`src/rtl/mips_pkg.sv`:
```
// Shared MIPS core definitions: main-decoder opcodes, HI/LO unit op encoding and FSM states.
// Latency: n/a (types and constants only).
// Backpressure: n/a.
package mips_pkg;

   // Main decoder primary opcodes (instr[31:26])
   localparam logic [5:0] OPC_RTYPE = 6'b000000;
   localparam logic [5:0] OPC_LW    = 6'b100011;
   localparam logic [5:0] OPC_SW    = 6'b101011;
   localparam logic [5:0] OPC_BEQ   = 6'b000100;
   localparam logic [5:0] OPC_ADDI  = 6'b001000;
   localparam logic [5:0] OPC_J     = 6'b000010;

   // Multiply/divide operation select driven by EX
   typedef enum logic [1:0] {
      OP_MULT  = 2'b00,
      OP_MULTU = 2'b01,
      OP_DIV   = 2'b10,
      OP_DIVU  = 2'b11
   } muldiv_op_t;

   typedef enum logic [1:0] {
      MD_IDLE = 2'd0,
      MD_RUN  = 2'd1,
      MD_FIX  = 2'd2
   } muldiv_state_t;

   function automatic logic op_is_signed(input muldiv_op_t o);
      return (o == OP_MULT) || (o == OP_DIV);
   endfunction

   function automatic logic op_is_div(input muldiv_op_t o);
      return (o == OP_DIV) || (o == OP_DIVU);
   endfunction

endpackage

```
`src/rtl/muldiv_unit.sv`:
```
// Iterative MIPS multiply/divide unit owning the HI/LO registers (mult/multu/div/divu, mthi/mtlo).
// Latency: busy for 33 cycles after start is accepted; done pulses the cycle after HI/LO update.
// Backpressure: none accepted mid-operation; start/hlwrite are ignored while busy, pipeline stalls on busy.
// Ports: clk, reset (sync, active high); start/op/a/b launch an op; hlwrite/hlsel/wdata write HI or LO
//        directly when idle; busy, done, hi, lo are all driven straight from flops.
module muldiv_unit
   import mips_pkg::*;
(
   input  logic        clk,
   input  logic        reset,
   input  logic        start,
   input  logic [1:0]  op,
   input  logic [31:0] a,
   input  logic [31:0] b,
   input  logic        hlwrite,
   input  logic        hlsel,
   input  logic [31:0] wdata,
   output logic        busy,
   output logic        done,
   output logic [31:0] hi,
   output logic [31:0] lo
);

   muldiv_state_t state_q, state_d;
   muldiv_op_t    op_q, op_d;
   logic [4:0]    count_q, count_d;
   logic [63:0]   acc_q, acc_d;     // mult: {partial product, multiplier}; div: {remainder, quotient}
   logic [31:0]   opb_q, opb_d;     // |multiplicand| or |divisor|
   logic          qneg_q, qneg_d;   // negate product / quotient in FIX
   logic          rneg_q, rneg_d;   // negate remainder in FIX
   logic [31:0]   hi_q, hi_d;
   logic [31:0]   lo_q, lo_d;
   logic          done_q, done_d;

   muldiv_op_t  op_in;
   logic        in_signed;
   logic [31:0] a_mag, b_mag;
   logic [32:0] add_sum, sub_diff;
   logic [63:0] mul_next, div_next;
   logic [63:0] prod_fix;
   logic [31:0] quot_fix, rem_fix;

   assign op_in     = muldiv_op_t'(op);
   assign in_signed = op_is_signed(op_in);
   // Magnitudes only for signed ops; 32'h80000000 maps to itself, which is correct read as unsigned.
   assign a_mag     = (in_signed && a[31]) ? -a : a;
   assign b_mag     = (in_signed && b[31]) ? -b : b;

   // Shift-add step: conditionally add into the upper half, then shift the 65-bit result right.
   assign add_sum  = {1'b0, acc_q[63:32]} + {1'b0, opb_q};
   assign mul_next = acc_q[0] ? {add_sum, acc_q[31:1]} : {1'b0, acc_q[63:32], acc_q[31:1]};

   // Restoring divide step: trial-subtract from the left-shifted remainder; the 33rd bit of the
   // remainder-in-progress comes from acc_q[63:31], and bit 32 of the difference is the borrow.
   assign sub_diff = acc_q[63:31] - {1'b0, opb_q};
   assign div_next = sub_diff[32] ? {acc_q[62:0], 1'b0} : {sub_diff[31:0], acc_q[30:0], 1'b1};

   assign prod_fix = qneg_q ? -acc_q : acc_q;
   assign quot_fix = qneg_q ? -acc_q[31:0] : acc_q[31:0];
   assign rem_fix  = rneg_q ? -acc_q[63:32] : acc_q[63:32];

   always_comb begin
      state_d = state_q;
      op_d    = op_q;
      count_d = count_q;
      acc_d   = acc_q;
      opb_d   = opb_q;
      qneg_d  = qneg_q;
      rneg_d  = rneg_q;
      hi_d    = hi_q;
      lo_d    = lo_q;
      done_d  = 1'b0;

      case (state_q)
         MD_IDLE: begin
            if (start) begin
               // start wins over a simultaneous hlwrite
               op_d    = op_in;
               count_d = 5'd0;
               acc_d   = {32'd0, a_mag};
               opb_d   = b_mag;
               qneg_d  = in_signed && (a[31] ^ b[31]);
               rneg_d  = in_signed && a[31];
               state_d = MD_RUN;
            end else if (hlwrite) begin
               if (hlsel) hi_d = wdata;
               else       lo_d = wdata;
            end
         end
         MD_RUN: begin
            acc_d   = op_is_div(op_q) ? div_next : mul_next;
            count_d = count_q + 5'd1;
            if (count_q == 5'd31) state_d = MD_FIX;
         end
         MD_FIX: begin
            if (op_is_div(op_q)) begin
               // Zero divisor: the quotient is all ones and the remainder is |a|,
               // which rem_fix restores to a.
               lo_d = (opb_q == 32'd0) ? 32'hFFFF_FFFF : quot_fix;
               hi_d = rem_fix;
            end else begin
               {hi_d, lo_d} = prod_fix;
            end
            done_d  = 1'b1;
            state_d = MD_IDLE;
         end
         default: state_d = MD_IDLE;
      endcase
   end

   always_ff @(posedge clk) begin
      if (reset) begin
         state_q <= MD_IDLE;
         op_q    <= OP_MULT;
         count_q <= 5'd0;
         acc_q   <= 64'd0;
         opb_q   <= 32'd0;
         qneg_q  <= 1'b0;
         rneg_q  <= 1'b0;
         hi_q    <= 32'd0;
         lo_q    <= 32'd0;
         done_q  <= 1'b0;
      end else begin
         state_q <= state_d;
         op_q    <= op_d;
         count_q <= count_d;
         acc_q   <= acc_d;
         opb_q   <= opb_d;
         qneg_q  <= qneg_d;
         rneg_q  <= rneg_d;
         hi_q    <= hi_d;
         lo_q    <= lo_d;
         done_q  <= done_d;
      end
   end

   assign busy = (state_q != MD_IDLE);
   assign done = done_q;
   assign hi   = hi_q;
   assign lo   = lo_q;

endmodule

```
`config.mk`:
```
export PLATFORM = sky130hd
export DESIGN_NAME = muldiv_unit
export DESIGN_NICKNAME = d
export VERILOG_FILES = /design/src/rtl/mips_pkg.sv /design/src/rtl/muldiv_unit.sv
export SDC_FILE = /design/constraint.sdc
export NUM_CORES = 1
export LEC_CHECK = 0
export BUFFER_PORTS_ARGS = -buffer_cell sky130_fd_sc_hd__buf_4
export CAP_MARGIN = 20
export CORE_MARGIN = 2
export CORE_UTILIZATION = 39
export DETAILED_ROUTE_END_ITERATION = 7
export PLACE_DENSITY = 0.57
export RECOVER_POWER = 25
export SYNTH_ARGS = -nofsm -noshare
export SYNTH_HDL_FRONTEND = slang
export SYNTH_SLANG_ARGS = --single-unit
export TNS_END_PERCENT = 5
```
`constraint.sdc`:
```
create_clock -name clk -period 3.4 [get_ports clk]
set_input_delay 0.34 -clock clk [delete_from_list [all_inputs] [get_ports clk]]
set_output_delay 0.34 -clock clk [all_outputs]
set_load 0.02 [all_outputs]
```
==> impl_metrics.json <==
{
  "layout-area-overhead-vs-synth_pct": 20.6,
  "cts_buffer_depth": 2,
  "cp_max_fo": 7,
  "finalHoldViolCount": 0,
  "reg2regPathDepth": 12,
  "post-route-period-util_pct": 94.2,
  "die-area_um2": 37100,
  "drt-vias-per-instance": 5.83,
  "fmax_ghz": 0.312,
  "tightest_slew_ps": 902,
  "synth_area_per_cell_um2": 7.41,
  "worst-path-buf-inv": 1,
  "syn-cell-area_um2": 13900,
  "rrSetupSlack_ps": 200,
  "instances_no_fill": 2531,
  "vdd_drop_max_v": 0.000324,
  "crit_family": "compound AO/OA/AOI/OAI gates",
  "drtPass1Iterations": 5,
  "syn-num-nets": 2048,
  "hp-class": "input pin to register",
  "ant_nets": 0,
  "drt_iter0_markers": 1437,
  "fin_area_um2": 16700,
  "power_density_nw_per_um2": 395,
  "root_buffer": "clkbuf_16",
  "synth_cell_types": 73,
  "antenna_found_initial": 0,
  "internal-power_w": 0.00410,
  "synth_ff_type": "dfxtp_1",
  "portBuffers": 168,
  "cts_sinks": 171,
  "dpl_cell_area_um2": 16300,
  "grt_pass1_wl_mm": 77.8,
  "syn_inst": 1873,
  "overflow": 0,
  "cp_slowest_cell": "or4b_1",
  "grt_max_degree": 79,
  "worst_clock_skew_ps": 13.7,
  "end_kind": "register",
  "hpwl_mm": 39.6,
  "cap_violations": 0,
  "cts_made_buffers": 17,
  "avgRoutedWirePerCell_um": 20.1,
  "clk_latency_ps": 450,
  "async_reset_ff_share_pct": 0,
  "yosysWarnings": 0,
  "clk_pin_slew_ps": 80,
  "place_inst": 2498,
  "seqCellArea_um2": 3430,
  "die_y_um": 193,
  "htreeDepth": 4,
  "arrival_ps": 3580,
  "grt_pass1_vias": 13400,
  "rsz0062_at_grt": "yes",
  "die_w_um": 193,
  "switching_share_pct": 38.0,
  "min_period_ps": 3200,
  "cpPeakStageDelay_ps": 490,
  "p_seq_share_pct": 34.6,
  "min_delay_path_depth": 3,
  "pwr-share-clk_pct": 31.6,
  "rows": 69,
  "status": "completed",
  "wl_mm": 50.8,
  "ys_seq_area_share_pct": 24.7,
  "vias": 14800,
  "setup_violations": 0,
  "final.fill_count": 3530,
  "antenna_cells": 0,
  "initial_core_util_pct": 39.3,
  "path_cells": "ha_1 -> a211o_1 -> o211ai_1 -> a21oi_1 -> o311ai_2 -> a21oi_1 -> o211ai_1 -> buf_4 -> a21oi_1 -> or4b_1 -> a32o_1 -> a21oi_1",
  "crit_cells": 12,
  "crit_required_ps": 3770,
  "yosysMostFrequentCell": "nor2_1",
  "synth_top_area_share_pct": 24.7,
  "io_pins": 169,
  "synthTopCellsByCount": "nor2_1, a21oi_1, nand2_1",
  "slew_viol_final": 0,
  "synth_top_cell_by_area": "dfxtp_1",
  "cts_tree": "built",
  "combinationalPowerShare_pct": 33.8,
  "layout.nets": 2232,
  "p_sw_w": 0.00251,
  "multi_input_comb_area_um2": 9800,
  "drc_errors": 0,
  "fp.coreArea_um2": 35300,
  "gr-usage-all-layers_pct": 26.9,
  "cp_common_cell": "a21oi_1",
  "drive_gt1_share_pct": 15.5,
  "startpoint_type": "register",
  "cts_hold_buf": 0,
  "synth-seq-cells": 171,
  "p_leak_nw": 6.57,
  "criticalPathCategory": "register to register",
  "synth_edf_count": 0,
  "yosys-top-cells-area": "dfxtp_1, a21oi_1, ha_1",
  "worst_slew_margin_rel_pct": 39.6,
  "gp_congestion": 0.985
}
## layer usage
metal / GRT usage [%] / vias to the layer above / wire length [µm]
met1: 40.8 / 6964 / 25000
met3: 2.95 / 70 / 2950
met5: 0 / - / 0
met4: 7.46 / 0 / 1220
li1: - / 7248 / -
met2: 39.7 / 469 / 21700
## cells by family after synthesis
| group | count (synthesis) | synth area share [%] |
|---|---|---|
| AOI/OAI and AO/OA | 619 | 29.5 |
| and+or+nand+nor | 610 | 20.5 |
| buffers and inverters | 198 | 5.48 |
| DFF | 171 | 24.7 |
| xor gates and xnor gates | 162 | 10.2 |
| adders and majority gates | 72 | 6.60 |
| muxes | 41 | 2.97 |
## registers in the layout, indices dropped and copies added (netlist names)
signal   cells
qneg_q       1
state_q      2
rneg_q       1
done         1
acc_q       64
op_q         1
hi          32
lo          32
count_q      5
opb_q       32
## worst min-delay path: cells and delay by family
family / cells / cell delay [ps]
simple gates: 1 / 60
compound gates: 1 / 50
buf+inv: 1 / 110
## path summary, 6_finish.rpt
kind,startpoint,end
max,acc_q[37],acc_q[61]
min,op[1],op_q[1]
max reg2reg,acc_q[37],acc_q[61]
min reg2reg,lo[24],lo[24]
## placed cells by master (no fill, tap or decap), drive strengths merged, types with 31 or more instances in the layout
master,instances
buf,248
xor2,72
inv,63
o21ai,110
ha,70
nor3,46
a211oi,94
xnor2,90
dfxtp,171
nor2,211
a21oi,182
o31ai,31
nand2,176
mux2i,40
clkbuf,75
## power by group through the flow
stage / logic (W) / clock network, W / registers (W)
2_1_floorplan: 0.00139 / 0 / 0.00230
3_3_place_gp: 0.00219 / 0 / 0.00233
3_5_place_dp: 0.00220 / 0 / 0.00233
4_1_cts: 0.00221 / 0.00210 / 0.00228
5_1_grt: 0.00245 / 0.00218 / 0.00230
6_report: 0.00224 / 0.00209 / 0.00229
## cell type report
cell class                      count  share of cell area (%)
Clock inverter                     15                    1.15
Tap cell                          461                    3.44
Multi-Input combinational cell   1504                    58.5
Timing Repair Buffer              306                    12.6
Inverter                           57                    1.28
Clock buffer                       17                    2.54
Sequential cell                   171                    20.5
## metrics by stage
step	setup WS [ps]	hold WS (ps)	power [W]	TNS, ps	util, %
floorplan	-4.80	429	0.00369	-23.2	-
global placement	-13.3	442	0.00452	-13.3	46.1
detailed placement	-94.4	448	0.00453	-251	46.1
CTS	31.6	146	0.00660	0	47.9
global route	-7.98	161	0.00693	-14.6	47.4
finish	197	160	0.00662	0	47.4
## what timing repair did
item | CTS | global route
setup buffers | 0 | 1
pin swaps | 0 | 2
endpoints found under the setup margin | 13 | 35
gates resized for setup | 4 | 12
Note: power is estimated with default switching activity, not from simulation.
